<file path="src/rtl/k68_sasc_loader.sv">
// k68_sasc_loader: polls the k68 SASC UART, parses
// SYNC | A3..A0 | L1 L0 | N data | CSUM frames and
// writes the payload byte-wise to memory.
// Ports: clk_i, rst_i (async, active-low);
//   start_i/busy_o/done_o/err_o  core handshake;
//   u_add_o/u_dat_o/u_dat_i/u_cs_o/u_we_o  UART regs;
//   m_add_o/m_dat_o/m_we_o/m_ack_i  memory writes.
// Option: K68_LOADER_ECHO_EN echoes each received
//   byte back to the host; default build has no echo.

`ifndef k68_UART_ADR_DATA
`define k68_UART_ADR_DATA 16'h0000
`endif
`ifndef k68_UART_ADR_STATUS
`define k68_UART_ADR_STATUS 16'h0001
`endif

module k68_sasc_loader #(
  parameter logic [7:0] SYNC = 8'hA5,
  parameter int         AW   = 32
) (
  input  logic          clk_i,
  input  logic          rst_i,
  input  logic          start_i,
  output logic          busy_o,
  output logic          done_o,
  output logic          err_o,
  output logic [15:0]   u_add_o,
  output logic [7:0]    u_dat_o,
  input  logic [7:0]    u_dat_i,
  output logic          u_cs_o,
  output logic          u_we_o,
  output logic [AW-1:0] m_add_o,
  output logic [7:0]    m_dat_o,
  output logic          m_we_o,
  input  logic          m_ack_i
);

  localparam logic [15:0] ADR_ST =
    `k68_UART_ADR_STATUS;
  localparam logic [15:0] ADR_DT =
    `k68_UART_ADR_DATA;

  typedef enum logic [3:0] {
    S_IDLE,
    S_POLL,
    S_PWAIT,
    S_RD,
    S_RWAIT,
    S_MEMW,
    S_FIN
`ifdef K68_LOADER_ECHO_EN
    ,
    S_ECHO_P,
    S_ECHO_W,
    S_ECHO_WR
`endif
  } state_t;

  typedef enum logic [2:0] {
    P_SYNC,
    P_ADDR,
    P_LEN,
    P_DATA,
    P_CSUM
  } phase_t;

  state_t        state;
  state_t        nxt;
  state_t        goal;
  phase_t        phase;
  logic [AW-1:0] addr;
  logic [15:0]   len;
  logic [15:0]   len_nx;
  logic [7:0]    sum;
  logic [7:0]    dbyte;
  logic [1:0]    cnt;

`ifdef K68_LOADER_ECHO_EN
  // where to resume once the echo is out
  state_t        ret;
`endif

  assign len_nx = {len[7:0], u_dat_i};

  always_ff @(posedge clk_i or negedge rst_i) begin
    if (!rst_i) begin
      state <= S_IDLE;
      phase <= P_SYNC;
      addr  <= '0;
      len   <= '0;
      sum   <= '0;
      dbyte <= '0;
      cnt   <= '0;
`ifdef K68_LOADER_ECHO_EN
      ret   <= S_IDLE;
`endif
    end else begin
      state <= nxt;
      unique case (state)
        S_IDLE: begin
          if (start_i) begin
            phase <= P_SYNC;
            addr  <= '0;
            len   <= '0;
            sum   <= '0;
            cnt   <= '0;
          end
        end
        S_RWAIT: begin
          dbyte <= u_dat_i;
`ifdef K68_LOADER_ECHO_EN
          ret   <= goal;
`endif
          unique case (phase)
            P_SYNC: begin
              if (u_dat_i == SYNC) begin
                phase <= P_ADDR;
                cnt   <= '0;
              end
            end
            P_ADDR: begin
              addr <= {addr[AW-9:0], u_dat_i};
              cnt  <= cnt + 2'd1;
              if (cnt == 2'd3) begin
                phase <= P_LEN;
                cnt   <= '0;
              end
            end
            P_LEN: begin
              len <= len_nx;
              cnt <= cnt + 2'd1;
              if (cnt == 2'd1) begin
                cnt   <= '0;
                // empty payload skips to checksum
                phase <= (len_nx == 16'd0) ?
                         P_CSUM : P_DATA;
              end
            end
            P_DATA: sum <= sum + u_dat_i;
            default: ;
          endcase
        end
        S_MEMW: begin
          if (m_ack_i) begin
            addr <= addr + AW'(1);
            len  <= len - 16'd1;
            if (len == 16'd1)
              phase <= P_CSUM;
          end
        end
        default: ;
      endcase
    end
  end

  always_comb begin
    nxt     = state;
    goal    = S_POLL;
    busy_o  = (state != S_IDLE);
    done_o  = 1'b0;
    err_o   = 1'b0;
    u_add_o = '0;
    u_dat_o = '0;
    u_cs_o  = 1'b0;
    u_we_o  = 1'b0;
    m_add_o = '0;
    m_dat_o = '0;
    m_we_o  = 1'b0;
    unique case (phase)
      P_DATA:  goal = S_MEMW;
      P_CSUM:  goal = S_FIN;
      default: goal = S_POLL;
    endcase
    unique case (state)
      S_IDLE: begin
        if (start_i)
          nxt = S_POLL;
      end
      S_POLL: begin
        u_cs_o  = 1'b1;
        u_add_o = ADR_ST;
        nxt     = S_PWAIT;
      end
      S_PWAIT: begin
        nxt = u_dat_i[0] ? S_POLL : S_RD;
      end
      S_RD: begin
        u_cs_o  = 1'b1;
        u_add_o = ADR_DT;
        nxt     = S_RWAIT;
      end
      S_RWAIT: begin
`ifdef K68_LOADER_ECHO_EN
        nxt = S_ECHO_P;
`else
        nxt = goal;
`endif
      end
      S_MEMW: begin
        m_we_o  = 1'b1;
        m_add_o = addr;
        m_dat_o = dbyte;
        if (m_ack_i)
          nxt = S_POLL;
      end
      S_FIN: begin
        done_o = 1'b1;
        err_o  = (dbyte != sum);
        nxt    = S_IDLE;
      end
`ifdef K68_LOADER_ECHO_EN
      S_ECHO_P: begin
        u_cs_o  = 1'b1;
        u_add_o = ADR_ST;
        nxt     = S_ECHO_W;
      end
      S_ECHO_W: begin
        nxt = u_dat_i[1] ? S_ECHO_P : S_ECHO_WR;
      end
      S_ECHO_WR: begin
        u_cs_o  = 1'b1;
        u_we_o  = 1'b1;
        u_add_o = ADR_DT;
        u_dat_o = dbyte;
        nxt     = ret;
      end
`endif
      default: nxt = S_IDLE;
    endcase
  end

endmodule

</file>
<file path="config.mk">
export PLATFORM = sky130hd
export DESIGN_NAME = k68_sasc_loader
export DESIGN_NICKNAME = d
export VERILOG_FILES = /design/src/rtl/k68_sasc_loader.sv
export SDC_FILE = /design/constraint.sdc
export NUM_CORES = 1
export LEC_CHECK = 0
export CAP_MARGIN = 25
export CORE_UTILIZATION = 55
export CTS_CLUSTER_SIZE = 16
export DETAILED_ROUTE_END_ITERATION = 8
export MAX_ROUTING_LAYER = met4
export PLACE_DENSITY = 0.89
export SYNTH_ARGS = -nofsm -noshare
export SYNTH_HDL_FRONTEND = slang
export SYNTH_SLANG_ARGS = --single-unit
</file>
<file path="constraint.sdc">
create_clock -name clk_i -period 4.55 [get_ports clk_i]
set_clock_uncertainty 0.2 [all_clocks]
set_input_delay 1.1375 -clock clk_i [delete_from_list [all_inputs] [get_ports clk_i]]
set_output_delay 1.1375 -clock clk_i [all_outputs]
set_load 0.01 [all_outputs]
</file>
==> results of run 1 <==
[cell type report]
class	count	share of cell area, %
multi-input cells	496	51.60
flip-flops and latches	72	30.77
repair buffers	67	10.94
clock buffers	15	2.842
well taps	111	2.372
inverters	23	1.474
[where the power goes]
group / switching (mW) / leakage [nW] / internal (mW)
clock: 0.239 / 0.0838 / 0.226
combinational: 0.794 / 1.43 / 0.446
sequential: 0.232 / 0.978 / 0.783
[final timing paths]
path	cells after the start	slack (ns)	from	end
worst max-delay path	6	0.43	state[2]	m_add_o[29]
worst min-delay path	2	0.33	dbyte[1]	dbyte[1]
worst max register to register	5	1.60	state[2]	addr[30]
worst min register to register	2	0.33	dbyte[1]	dbyte[1]
max in group asynchronous	2	2.82	rst_i	dbyte[6]
min in group asynchronous	1	0.57	rst_i	addr[20]
[synthesized netlist by cell type (6+ instances only)]
cell type / count / area [µm²]
dfrtp_1: 72 / 1802
nand2_1: 67 / 251.5
o21ai_0: 60 / 300.3
nor2_1: 44 / 165.2
and2_1: 36 / 225.2
a21oi_1: 29 / 145.1
buf_4: 25 / 187.7
clkbuf_1: 24 / 90.09
inv_1: 23 / 86.33
nand3_1: 20 / 100.1
nor3_1: 17 / 85.08
nor4_1: 15 / 93.84
buf_2: 14 / 70.07
ha_1: 13 / 162.7
a32oi_1: 11 / 96.34
and3_1: 11 / 68.82
nand4_1: 11 / 68.82
a22o_1: 10 / 87.58
xor2_1: 10 / 87.58
a22oi_1: 9 / 67.56
o31ai_1: 7 / 52.55
o22ai_1: 6 / 37.54
[sequential cells by signal, indices dropped and copies added (netlist names)]
| signal | count |
|---|---|
| len | 16 |
| sum | 8 |
| dbyte | 8 |
| addr | 32 |
| cnt | 2 |
| state | 3 |
| phase | 3 |
[cell families after synthesis]
| logic type | after synthesis | synth area share (%) |
|---|---|---|
| AND/OR/NAND/NOR | 257 | 26.55 |
| adder cells (fa/ha/maj) | 14 | 3.531 |
| buffers and inverters | 87 | 8.609 |
| other | 1 | 0.07248 |
| XOR/XNOR | 11 | 1.862 |
| multiplexers | 4 | 0.7739 |
| AO/OA/AOI/OAI | 186 | 23.77 |
| flip-flops | 72 | 34.82 |
[per-layer routing]
layer | wire length, µm | up-vias | share of wire, %
met5 | 0 | - | 0
met4 | 343 | 0 | 2.4
met3 | 1167 | 39 | 8.3
met2 | 6928 | 286 | 49
met1 | 5670 | 2459 | 40
li1 | - | 2358 | -
[critical path, delay by kind of cell, from the launching register on]
| kind | cells | cell delay (ns) |
|---|---|---|
| DFF | 1 | 0.56 |
| and+or+nand+nor | 3 | 0.82 |
| buffers and inverters | 3 | 1.03 |
[stage by stage]
step	setup WS [ns]	instance area, µm²	hold WS [ns]	instances
CTS	0.4539	5856	0.3333	784
finish	0.4283	5856	0.3336	784
global route	0.2426	5856	0.3748	784
floorplan	1.585	5260	0.2722	655
global placement	0.9610	5689	0.2988	769
detailed placement	0.8521	5689	0.3164	769
==> flow_summary.json, run 1 <==
{
  "routed_wl_um": 14110,
  "grt_pass1_wl_um": 23320,
  "yosys_warnings": 0,
  "coreArea_um2": 9196,
  "path_cells": "nor2b_1, nand2_2, inv_1, buf_4, and2_1, clkdlybuf4s50_1",
  "grt.total_usage_pct": 30.56,
  "hold_viol": 0,
  "cts_resized": 0,
  "ir_worst_vdd_v": 0.0002960,
  "syn_avg_cell_area_um2": 8.186,
  "start_kind": "flop",
  "drc": 0,
  "grt_overflow": 0,
  "cts.htree.levels": 3,
  "cts_made_buffers": 9,
  "cts_tree": "built",
  "grt_util_met3_pct": 6.241,
  "setup_viol": 0,
  "hold_buffers": 0,
  "n_fill_cell": 791,
  "grt_pass1_vias": 4853,
  "met2_usage_pct": 50.40,
  "layout_commonest_cell": "dfrtp_1",
  "worst_pin_slew_ns": 0.9436,
  "first_pass_iters": 5,
  "io-pin-count": 82,
  "finalSetupTns_ns": 0,
  "path_class": "flop to output pin",
  "synth_edf_count": 0,
  "synth.ff_latch_count": 72,
  "vias": 5142,
  "ys.flop_type": "dfrtp_1",
  "antenna_found_initial": 0,
  "place_congestion": 0.9229,
  "multi_input_area_um2": 3022,
  "async_reset_ff_share_pct": 100.0,
  "ys_seq_area_share_pct": 34.82,
  "worst-endpoint-required_ns": 3.21,
  "grt_util_met1_pct": 37.34,
  "netlist_area_um2": 5174,
  "path_clk_slew_ns": 0.08,
  "cp_slowest_cell": "dfrtp_1",
  "start_util_pct": 56.26,
  "hold_path.class": "flop to flop",
  "antenna_cells": 0,
  "clock-sinks": 72,
  "fp.dieW_um": 98.99,
  "netlist_instances": 632,
  "max_stage_delay_ns": 0.56,
  "gr-max-usage-layer": "met2",
  "vias_per_cell": 6.559,
  "grt_max_degree": 44,
  "finalCriticalPeriod_ns": 4.122,
  "arrival_ns": 2.78,
  "min_period_over_period_pct": 90.59,
  "drive_above_1_share_pct": 5.052,
  "rsz0062_at_grt": "false",
  "post_cts_buffers": 0,
  "clock_latency_ns": 0.36,
  "area_growth_pct": 13.18,
  "synth.distinct_cells": 72,
  "utilization_pct": 63.67,
  "cts-root-buf": "clkbuf_8",
  "die_area_um2": 9799,
  "wire_per_inst_um": 18.00,
  "hpwl_um": 9821,
  "fin_nets": 695,
  "die-height_um": 98.99,
  "mostFrequentLayoutCells": "dfrtp_1, nand2_1, o21ai_0, clkdlybuf4s50_1, nor2_1",
  "drv_cap": 0,
  "slew_viol_final": 0,
  "critical_path.max_fanout": 37,
  "total_power_mw": 2.719,
  "first_iter_violations": 376,
  "port_buffers": 57,
  "max_freq_mhz": 242.6,
  "cp-end-kind": "output pin",
  "num_rows": 35,
  "status": "finished clean",
  "leakagePower_nw": 2.493,
  "ant_nets": 0,
  "max_slew_margin_pct": 37.10,
  "power_density_nw_per_um2": 464.4,
  "cts.path.max_buffers": 2,
  "regArea_um2": 1802
}
No activity file was read; power rests on OpenSTA's default activity.
==> inputs of run 2 (changes only) <==
Settings changed: RECOVER_POWER set to 25, SKIP_LAST_GASP set to 1.
==> flow_summary.json, run 2 (synthesized netlist as in run 1, its figures left out) <==
{
  "status": "finished clean",
  "max_stage_delay_ns": 0.55,
  "biggestRegsByFlops": "addr (32), len (16)",
  "wire_per_inst_um": 17.90,
  "leakagePower_nw": 2.487,
  "antenna_cells": 0,
  "first_iter_violations": 368,
  "port_buffers": 57,
  "largest-register": "addr",
  "min_to": "sum[2]",
  "reg2reg_depth": 5,
  "grt_util_met1_pct": 37.34,
  "vias": 5126,
  "max_slew_margin_pct": 7.894,
  "rsz0062_at_grt": "false",
  "pre_cts_slack_ns": 0.8521,
  "arrival_ns": 2.80,
  "coreArea_um2": 9196,
  "cts-root-buf": "clkbuf_8",
  "cts_resized": 0,
  "ff2ff_setup_slack_ns": 1.59,
  "grt_max_degree": 44,
  "power_density_nw_per_um2": 464.2,
  "worst_pin_slew_ns": 1.382,
  "cts_tree": "built",
  "post_cts_buffers": 0,
  "grt_pass1_wl_um": 23320,
  "hp-start": "sum[2]",
  "grt_overflow": 0,
  "slew_viol_final": 0,
  "cts_made_buffers": 9,
  "timing.rr.end": "addr[30]",
  "place_congestion": 0.9229,
  "cp_slowest_cell": "dfrtp_1",
  "crit_family": "buffers and inverters",
  "antenna_found_initial": 0,
  "hold_viol": 0,
  "largest_register_ffs": 32,
  "routed_wl_um": 14040,
  "max_freq_mhz": 241.4,
  "reg2reg_from": "state[2]",
  "drc": 0,
  "finalCriticalPeriod_ns": 4.142,
  "fin_nets": 695,
  "start_kind": "flop",
  "path_cells": "nor2b_1, nand2_2, inv_1, buf_4, and2_1, clkdlybuf4s50_1",
  "gr-max-usage-layer": "met2",
  "path_clk_slew_ns": 0.07,
  "mostFrequentLayoutCells": "dfrtp_1, nand2_1, o21ai_0, clkdlybuf4s50_1, nor2_1",
  "layout_commonest_cell": "dfrtp_1",
  "path_class": "flop to output pin",
  "hold_buffers": 0,
  "ir_worst_vdd_v": 0.0002959,
  "met2_usage_pct": 50.40,
  "fp.dieW_um": 98.99,
  "drv_cap": 0,
  "area_growth_pct": 13.08,
  "cp-end-kind": "output pin",
  "hold_path.class": "flop to flop",
  "grt.total_usage_pct": 30.56,
  "num_rows": 35,
  "ant_nets": 0,
  "min_period_over_period_pct": 91.03,
  "clock_latency_ns": 0.35,
  "finalSetupTns_ns": 0,
  "io-pin-count": 82,
  "cts.path.max_buffers": 2,
  "hpwl_um": 9821,
  "cp_num_buf_inv": 3,
  "cts.htree.levels": 3,
  "grt_pass1_vias": 4853,
  "vias_per_cell": 6.538,
  "clock-sinks": 72,
  "start_util_pct": 56.26,
  "worstHoldPathCells": 2,
  "setup_ws_ns": 0.4083,
  "grt_util_met3_pct": 6.241,
  "first_pass_iters": 5,
  "setup_viol": 0,
  "drive_above_1_share_pct": 4.755,
  "die-height_um": 98.99,
  "worst-endpoint-required_ns": 3.21,
  "critical_path.max_fanout": 37,
  "die_area_um2": 9799
}
-- run 2: cell count changes in the layout (fill, tap and decap cells not counted) --
| cell | previous run | this run |
|---|---|---|
| clkbuf_1 | 4 | 6 |
| buf_2 | 1 | 0 |
| buf_4 | 10 | 9 |
-- run 2: worst min-delay path: stages, from the launching register on --
cell	delay, ns
dfrtp_1	0.38
nand2_1	0.06
o31ai_1	0.06
-- run 2: worst max-delay path by stage --
stage | slack, ns | start | cells after the start | end
4_1_cts | 0.45 | state[2] | 6 | m_add_o[29]
5_1_grt | 0.24 | state[2] | 6 | m_add_o[29]
3_3_place_gp | 0.96 | state[2] | 6 | m_add_o[29]
3_5_place_dp | 0.85 | state[2] | 6 | m_add_o[29]
6_report | 0.41 | state[2] | 6 | m_add_o[29]
2_1_floorplan | 1.59 | state[2] | 7 | m_add_o[15]
-- run 2: cell type report --
type                       instances  area (µm²)
timing repair buffer              67       635.6
tap                              111       138.9
multi-input combinational        496        3022
inverter                          23       86.33
fill                             794        3346
sequential                        72        1802
clock buffer                      15       166.4
-- run 2: per-stage QoR --
stage | util (%) | area, µm² | total power [mW] | cells | hold slack [ns]
2_1_floorplan | - | 5260 | 1.871 | 655 | 0.2722
3_3_place_gp | 61.86 | 5689 | 2.148 | 769 | 0.2988
3_5_place_dp | 61.86 | 5689 | 2.217 | 769 | 0.3164
4_1_cts | 63.67 | 5856 | 2.687 | 784 | 0.3333
5_1_grt | 63.62 | 5851 | 2.903 | 784 | 0.3748
6_report | 63.62 | 5851 | 2.716 | 784 | 0.3347
-- run 2: where the power goes --
part / leakage [nW] / switching, mW / internal (mW) / total, mW
registers: 0.978 / 0.233 / 0.783 / 1.02
logic: 1.43 / 0.791 / 0.445 / 1.24
clock network: 0.0838 / 0.238 / 0.226 / 0.464
total: 2.49 / 1.26 / 1.45 / 2.72
-- run 2: per-layer routing --
metal / vias to the layer above / wire (µm)
met4: 0 / 341
li1: 2357 / -
met5: - / 0
met3: 41 / 1228
met2: 310 / 6880
met1: 2418 / 5587
==> inputs of run 3 (changes only) <==
Settings changed: CORE_UTILIZATION 55 to 59, PLACE_DENSITY 0.89 to 0.94.
==> flow_summary.json, run 3 (synthesized netlist as in run 1, its figures left out) <==
{
  "setup_viol": 0,
  "path_clk_slew_ns": 0.08,
  "cts-root-buf": "clkbuf_8",
  "regArea_um2": 1802,
  "first_pass_iters": 5,
  "coreArea_um2": 8341,
  "n_fill_cell": 655,
  "cts.path.max_buffers": 2,
  "path_class": "flop to output pin",
  "ir_worst_vdd_v": 0.0003469,
  "largest-register": "addr",
  "grt.total_usage_pct": 33.84,
  "fp.dieW_um": 95.64,
  "num_rows": 33,
  "rsz0062_at_grt": "false",
  "leakagePower_nw": 2.520,
  "io-pin-count": 82,
  "hold_path.class": "flop to flop",
  "total_power_mw": 2.840,
  "cts_resized": 0,
  "hold_viol": 0,
  "max_freq_mhz": 240.5,
  "cp-end-kind": "output pin",
  "power_density_nw_per_um2": 481.6,
  "cts_made_buffers": 9,
  "utilization_pct": 70.72,
  "place_congestion": 0.9476,
  "cts.htree.levels": 3,
  "hpwl_um": 9737,
  "min_period_over_period_pct": 91.39,
  "grt_max_degree": 56,
  "setup_ws_ns": 0.3920,
  "arrival_ns": 2.82,
  "clock_latency_ns": 0.35,
  "placed_cell_area_um2": 5682,
  "drc": 0,
  "critical_path.max_fanout": 39,
  "multi_input_area_um2": 3022,
  "post_cts_buffers": 0,
  "status": "finished clean",
  "vias_per_cell": 6.577,
  "worst_pin_slew_ns": 1.443,
  "grt_overflow": 0,
  "ant_nets": 0,
  "grt_pass1_wl_um": 23320,
  "antenna_cells": 0,
  "wire_per_inst_um": 18.16,
  "port_buffers": 57,
  "design_area_um2": 5898,
  "slew_viol_final": 0,
  "die-height_um": 95.64,
  "routed_wl_um": 14130,
  "layout_commonest_cell": "dfrtp_1",
  "die_area_um2": 9147,
  "finalSetupTns_ns": 0,
  "max_slew_margin_pct": 3.773,
  "area_growth_pct": 14.00,
  "fin_nets": 695,
  "biggestRegsByFlops": "addr (32), len (16)",
  "antenna_found_initial": 0,
  "vias": 5117,
  "drive_above_1_share_pct": 5.349,
  "start_util_pct": 62.03,
  "clock-sinks": 72,
  "start_kind": "flop",
  "largest_register_ffs": 32,
  "grt_pass1_vias": 4743,
  "drv_cap": 0,
  "worst-endpoint-required_ns": 3.21,
  "first_iter_violations": 423,
  "cts_tree": "built",
  "finalCriticalPeriod_ns": 4.158,
  "mostFrequentLayoutCells": "dfrtp_1, nand2_1, o21ai_0, clkdlybuf4s50_1, nor2_1",
  "hold_buffers": 0,
  "pre_cts_slack_ns": 0.8422
}
## run 3: cell types whose count changed in the layout (fill, tap and decap cells not counted), sizes merged
| cell | previous run | this run |
|---|---|---|
| bufinv | 0 | 2 |
| clkbuf | 17 | 14 |
| clkdlybuf4s50 | 56 | 54 |
| clkinv | 0 | 1 |
| dlygate4sd3 | 0 | 2 |
## run 3: final timing paths
check	from	to	slack, ns	cells after the start
max	state[2]	m_add_o[19]	0.39	6
min	dbyte[4]	dbyte[4]	0.33	2
max reg2reg	state[2]	addr[7]	1.58	4
min reg2reg	dbyte[4]	dbyte[4]	0.33	2
max in group asynchronous	rst_i	addr[13]	1.45	2
min in group asynchronous	rst_i	addr[12]	0.73	1
## run 3: per-layer routing
| metal | vias up | GRT usage [%] | share of wire (%) |
|---|---|---|---|
| met5 | - | - | 0 |
| met4 | 0 | 13.93 | 2.1 |
| met3 | 35 | 4.386 | 7.7 |
| met2 | 262 | 55.95 | 49 |
| met1 | 2470 | 41.82 | 41 |
| li1 | 2350 | - | - |
## run 3: critical path, cell delays in order (launching register included)
cell and delay [ns]:
dfrtp_1 0.58, nor2b_1 0.29, nand2_2 0.31, inv_1 0.17, buf_4 0.33, and2_1 0.23
clkdlybuf4s50_1 0.55
## run 3: through the flow
stage               cells  hold WS [ns]
floorplan             655        0.2722
global placement      763        0.2934
detailed placement    763        0.3149
CTS                   778        0.3338
global route          778        0.3654
finish                778        0.3316
## run 3: cell type report
cell class / instances / area share (%)
sequential: 72 / 30.55
multi-input combinational: 496 / 51.23
inverter: 23 / 1.464
timing repair buffer: 67 / 10.80
clock inverter: 3 / 1.103
clock buffer: 12 / 2.630
tap: 105 / 2.227
## run 3: power breakdown
part           switching, mW  internal (mW)  total (mW)
Sequential             0.239          0.782        1.02
Combinational          0.788          0.447        1.23
Clock                  0.249          0.336       0.585
Total                   1.28           1.56        2.84
==> patch 1 (settings of run 3) <==
The option `K68_LOADER_ECHO_EN` is turned on by a define.
--- a/src/rtl/k68_sasc_loader.sv
+++ b/src/rtl/k68_sasc_loader.sv
@@ -7,6 +7,8 @@
 //   m_add_o/m_dat_o/m_we_o/m_ack_i  memory writes.
 // Option: K68_LOADER_ECHO_EN echoes each received
 //   byte back to the host; default build has no echo.
+
+`define K68_LOADER_ECHO_EN
 
 `ifndef k68_UART_ADR_DATA
 `define k68_UART_ADR_DATA 16'h0000
Formal check against the unedited RTL: not equivalent (a bounded check fails within 10 cycles, from zero or initial values and one cycle with rst_i low).
==> patch 1 against run 3 <==
The run now ends with capacitance limit, slew limit left. Routed wire length is 2.4% higher. Worst hold slack worse by 0.035 ns. Synthesized cell count is 2.1% higher. Critical path depth stayed put. Sequential cell count is 4 higher. Power is 6.9% higher. Sequential share of layout area is 0.47 points higher. Count of clock-buffer cells in the layout is 2 lower. Maximum frequency is 1.7% lower. Cell area is 4.0% higher. Synthesized area is 3.6% higher. Worst setup slack worse by 0.070 ns. Combinational power is 14% higher. Die area is 3.6% higher. Largest power group unchanged.
==> patch 1: results (changes against run 3) <==
| Metric | Value |
|---|---|
| Critical R2R Launch | `state[2] (unchanged)` |
| Post-Layout Cell Count | `795 (was 778)` |
| Placed instance count | `779 (was 763)` |
| Maximum clock rate | `236 MHz (was 240 MHz)` |
| VDD IR max | `390 uV (was 347 uV)` |
| Synth unique cells | `71 (was 72)` |
| Final nets | `709 (was 695)` |
| GRT met3 Usage | `5.68% (was 4.39%)` |
| Dominant cells by area after synthesis | `dfrtp_1 35%, o21ai_0 6.5%, and2_1 4.9% (was dfrtp_1 35%, o21ai_0 5.8%, nand2_1 4.9%)` |
| Drt total wl | `14500 um (was 14100 um)` |
| Largest net degree at the start of global routing | `77 (was 56)` |
| Share of cells above drive strength 1 | `5.97% (was 5.35%)` |
| Slew @ Worst Pin | `1.51 ns (was 1.44 ns)` |
| Hold Crit Start | `ret[2] (was dbyte[4])` |
| Met1 layer usage reported by global route | `41.5% (was 41.8%)` |
| Failing checks | `capacitance limit, slew limit` |
| Routing usage on met2 | `51.7% (was 56.0%)` |
| Fin Hold WS | `0.297 ns (was 0.332 ns)` |
| Syn avg cell area | `8.31 um2 (was 8.19 um2)` |
| Max Cap Violations | `1 (was 0)` |
| Max Fanout on Critical Path | `46 (was 39)` |
| Worst reg2reg path depth | `6 (was 4)` |
| First-pass DRT Iterations | `8 (was 5)` |
| Worst r2r dst | `addr[27] (was addr[7])` |
| Outcome | `finished, violations left (was completed)` |
| Hold Path Sink | `ret[2] (was dbyte[4])` |
| Static leakage | `2.52 nW (about the same)` |
| DP HPWL | `9880 um (was 9740 um)` |
| Worst setup path end | `m_add_o[7] (was m_add_o[19])` |
| Pre-CTS WS | `0.755 ns (was 0.842 ns)` |
| Vias in the first global route | `5114 (was 4743)` |
| R2R Setup Slk | `1.43 ns (was 1.58 ns)` |
| Crit path from | `state[3] (was state[2])` |
| First-pass GRT wire length | `24700 um (was 23300 um)` |
| Max-slew violations | `59 (was 0)` |
| All-Layer GR Usage | `32.6% (was 33.8%)` |
| Critical path data arrival time | `2.89 ns (was 2.82 ns)` |
[patch 1: changes by cell type in the layout (fill, tap and decap cells not counted), moves of 5 or more]
| cell | change |
|---|---|
| o211ai_1 | +5 |
| a21oi_1 | +6 |
| clkdlybuf4s50_1 | +11 |
| nor3_1 | +5 |
| inv_1 | -5 |
| conb_1 | -9 |
| nor2_1 | -6 |
| and2_1 | +6 |
| o21ai_0 | +10 |
[patch 1: worst max-delay path, stage by stage, from the launching register on]
cell and delay [ns]:
dfrtp_1 0.56, nand2b_1 0.28, or2_2 0.34, inv_2 0.52, nand2_1 0.17, inv_1 0.09
clkdlybuf4s50_1 0.55
[patch 1: routing by layer]
layer | share of wire (%) | wire length (um) | up-vias
li1 | - | - | 2408
met1 | 42 | 6070 | 2532
met2 | 49 | 7110 | 298
met3 | 6.9 | 1010 | 33
met4 | 2.0 | 286 | 0
met5 | 0 | 0 | -
[patch 1: final cells by class]
class                   count  area, um2
clock buffers              10        138
repair buffers             73        704
inverters                  19       71.3
fillers                   680       2630
multi-input cells         504       3130
well taps                 108        135
clock inverters             5       52.6
flip-flops and latches     76       1900
[patch 1: cells by family after synthesis]
kind of cell               count (synthesis)  synth area share (%)
and+or+nand+nor                          255                  25.9
AOI/OAI and AO/OA                        203                  25.2
buffers and inverters                     79                  7.14
DFF                                       76                  35.5
adders and majority gates                 14                  3.41
xor gates and xnor gates                  13                  2.12
muxes                                      4                 0.747
other                                      1                0.0699
[patch 1: power by group]
| part | switching [mW] | internal, mW | total [mW] |
|---|---|---|---|
| logic | 0.885 | 0.516 | 1.40 |
| registers | 0.275 | 0.841 | 1.12 |
| clock network | 0.256 | 0.263 | 0.519 |
==> patch 2 (config.mk and constraints of run 3) <==
Without the edit above. Register the output `err_o`, with the module's reset; this adds one clock of latency there. The other outputs are not delayed to match.
--- a/src/rtl/k68_sasc_loader.sv
+++ b/src/rtl/k68_sasc_loader.sv
@@ -64,6 +64,8 @@
     P_DATA,
     P_CSUM
   } phase_t;
+
+  logic err_d;
 
   state_t        state;
   state_t        nxt;
@@ -159,7 +161,7 @@
     goal    = S_POLL;
     busy_o  = (state != S_IDLE);
     done_o  = 1'b0;
-    err_o   = 1'b0;
+    err_d   = 1'b0;
     u_add_o = '0;
     u_dat_o = '0;
     u_cs_o  = 1'b0;
@@ -206,7 +208,7 @@
       end
       S_FIN: begin
         done_o = 1'b1;
-        err_o  = (dbyte != sum);
+        err_d  = (dbyte != sum);
         nxt    = S_IDLE;
       end
 `ifdef K68_LOADER_ECHO_EN
@@ -230,5 +232,13 @@
     endcase
   end
 
+  always_ff @(posedge clk_i or negedge rst_i) begin
+    if (!rst_i) begin
+      err_o <= '0;
+    end else begin
+      err_o <= err_d;
+    end
+  end
+
 endmodule
 
Check against the original RTL: no difference found for any inputs over 10 cycles, from zero or initial values and one cycle with rst_i low; that may be too few to reach the edited logic, so the function may still have changed.
==> patch 2 against run 3 <==
Count of clock-buffer cells in the layout stayed put. Die area is 2.9% lower. Sequential cell count is 1 higher. Largest cell class unchanged. Worst setup slack better by 0.23 ns. Routed wire length is 5.9% lower. Via count is 2.7% lower. Synthesized cell count is 0.95% higher. Power is 8.3% higher. Sequential share of layout area is 1.5 points higher. Largest power group unchanged. Core utilization is 1.4 points lower. Synthesized area is 3.0% lower. Cell area is 3.5% lower.
==> patch 2: results (changes against run 3) <==
| Metric | Value |
|---|---|
| Outcome | `completed (unchanged)` |
| Met1 layer usage reported by global route | `40.1% (was 41.8%)` |
| Critical path's slowest cell | `clkdlybuf4s50_1 (was dfrtp_1)` |
| Post_cts resized | `0 (unchanged)` |
| Largest net degree at the start of global routing | `59 (was 56)` |
| # fillers | `638 (was 655)` |
| Critical path data arrival time | `2.59 ns (was 2.82 ns)` |
| Sequential element share of the synthesized area | `36.4% (was 34.8%)` |
| First-pass GRT wire length | `21700 um (was 23300 um)` |
| First-pass DRT Iterations | `7 (was 5)` |
| Clk slew on worst S/H paths | `approximately 0.070 ns` |
| DR iter-0 viols | `507 (was 423)` |
| Area after DPL | `5520 um2 (was 5680 um2)` |
| Metal2 WL | `6520 um (was 6990 um)` |
| Routing usage on met2 | `52.2% (was 56.0%)` |
| DP HPWL | `9190 um (was 9740 um)` |
| Setup bufs post-CTS | `0 (unchanged)` |
| Final GP Congestion | `0.977 (was 0.948)` |
| Number of I/O port buffers | `57 (unchanged)` |
| Relative slew slack | `13.3% (was 3.77%)` |
| CTS Buf Count | `9 (unchanged)` |
| Routed wire per std cell | `17.0 um (was 18.2 um)` |
| Metal3 WL | `1180 um (was 1090 um)` |
| Dominant cells by area after synthesis | `dfrtp_1 36%, o21ai_0 8.9%, nand2_1 5.5% (was dfrtp_1 35%, o21ai_0 5.8%, nand2_1 4.9%)` |
| Static leakage | `2.40 nW (was 2.52 nW)` |
| Via Count | `4977 (was 5117)` |
| Met1 wire length | `5280 um (was 5760 um)` |
| Drt total wl | `13300 um (was 14100 um)` |
| Final nets | `698 (was 695)` |
| Crit-path max cell delay | `0.55 ns (was 0.58 ns)` |
| Synth unique cells | `60 (was 72)` |
| Max Fanout on Critical Path | `31 (was 39)` |
| Placed instance count | `766 (was 763)` |
| Syn avg cell area | `7.87 um2 (was 8.19 um2)` |
| Vias in the first global route | `4583 (was 4743)` |
| GRT met3 Usage | `6.39% (was 4.39%)` |
| All-Layer GR Usage | `32.6% (was 33.8%)` |
| Post-synth top cells | `89 x o21ai_0, 74 x nand2_1, 73 x dfrtp_1 (was 72 x dfrtp_1, 67 x nand2_1, 60 x o21ai_0)` |
| VDD IR max | `356 uV (was 347 uV)` |
| Synth Flop Type | `dfrtp_1 (unchanged)` |
| Initial antenna violation count | `0 (unchanged)` |
| Share of cells above drive strength 1 | `4.88% (was 5.35%)` |
| Pre-CTS WS | `0.959 ns (was 0.842 ns)` |
[patch 2: cell types whose count changed after synthesis, sizes merged, moves of 4 or more]
cell,delta
nand3,-10
a22oi,+5
and3,-4
nand2,+7
a21oi,+12
clkbuf,+9
buf,-8
nand4,-9
o21ai,+27
nor2,+18
a22o,-6
o311ai,-4
[patch 2: where the power goes]
| group | total [mW] | switching, mW | internal (mW) |
|---|---|---|---|
| registers | 1.16 | 0.306 | 0.854 |
| logic | 1.43 | 0.913 | 0.522 |
| clock network | 0.480 | 0.243 | 0.237 |
| total | 3.07 | 1.46 | 1.61 |
[patch 2: cell type report]
class	count	area, um2	area share (%)
Multi-Input combinational cell	500	2850	50.0
Sequential cell	73	1830	32.1
Timing Repair Buffer	65	622	10.9
Clock buffer	12	165	2.90
Tap cell	105	131	2.31
Inverter	23	86.3	1.52
Clock inverter	3	15.0	0.264
[patch 2: cells by family (layout without fill, tap and decap cells)]
logic type / Yosys count / in the layout / synth area share, %
AO/OA/AOI/OAI: 194 / 194 / 23.1
XOR/XNOR: 14 / 14 / 2.44
adder cells (fa/ha/maj): 14 / 14 / 3.64
buffers and inverters: 88 / 103 / 8.65
flip-flops: 73 / 73 / 36.4
multiplexers: 1 / 1 / 0.199
other: 1 / 24 / 0.0747
AND/OR/NAND/NOR: 253 / 253 / 25.6
[patch 2: path summary, 6_finish.rpt]
| check | depth (start not counted) | end | start | slack [ns] |
|---|---|---|---|---|
| worst min-delay path | 1 | addr[31] | addr[31] | 0.33 |
| worst min register to register | 1 | addr[31] | addr[31] | 0.33 |
| max in group asynchronous | 2 | len[3] | rst_i | 1.39 |
| min in group asynchronous | 1 | addr[16] | rst_i | 0.84 |
| worst max register to register | 8 | phase[1] | len[0] | 1.70 |
| worst max-delay path | 6 | m_add_o[14] | state[2] | 0.62 |
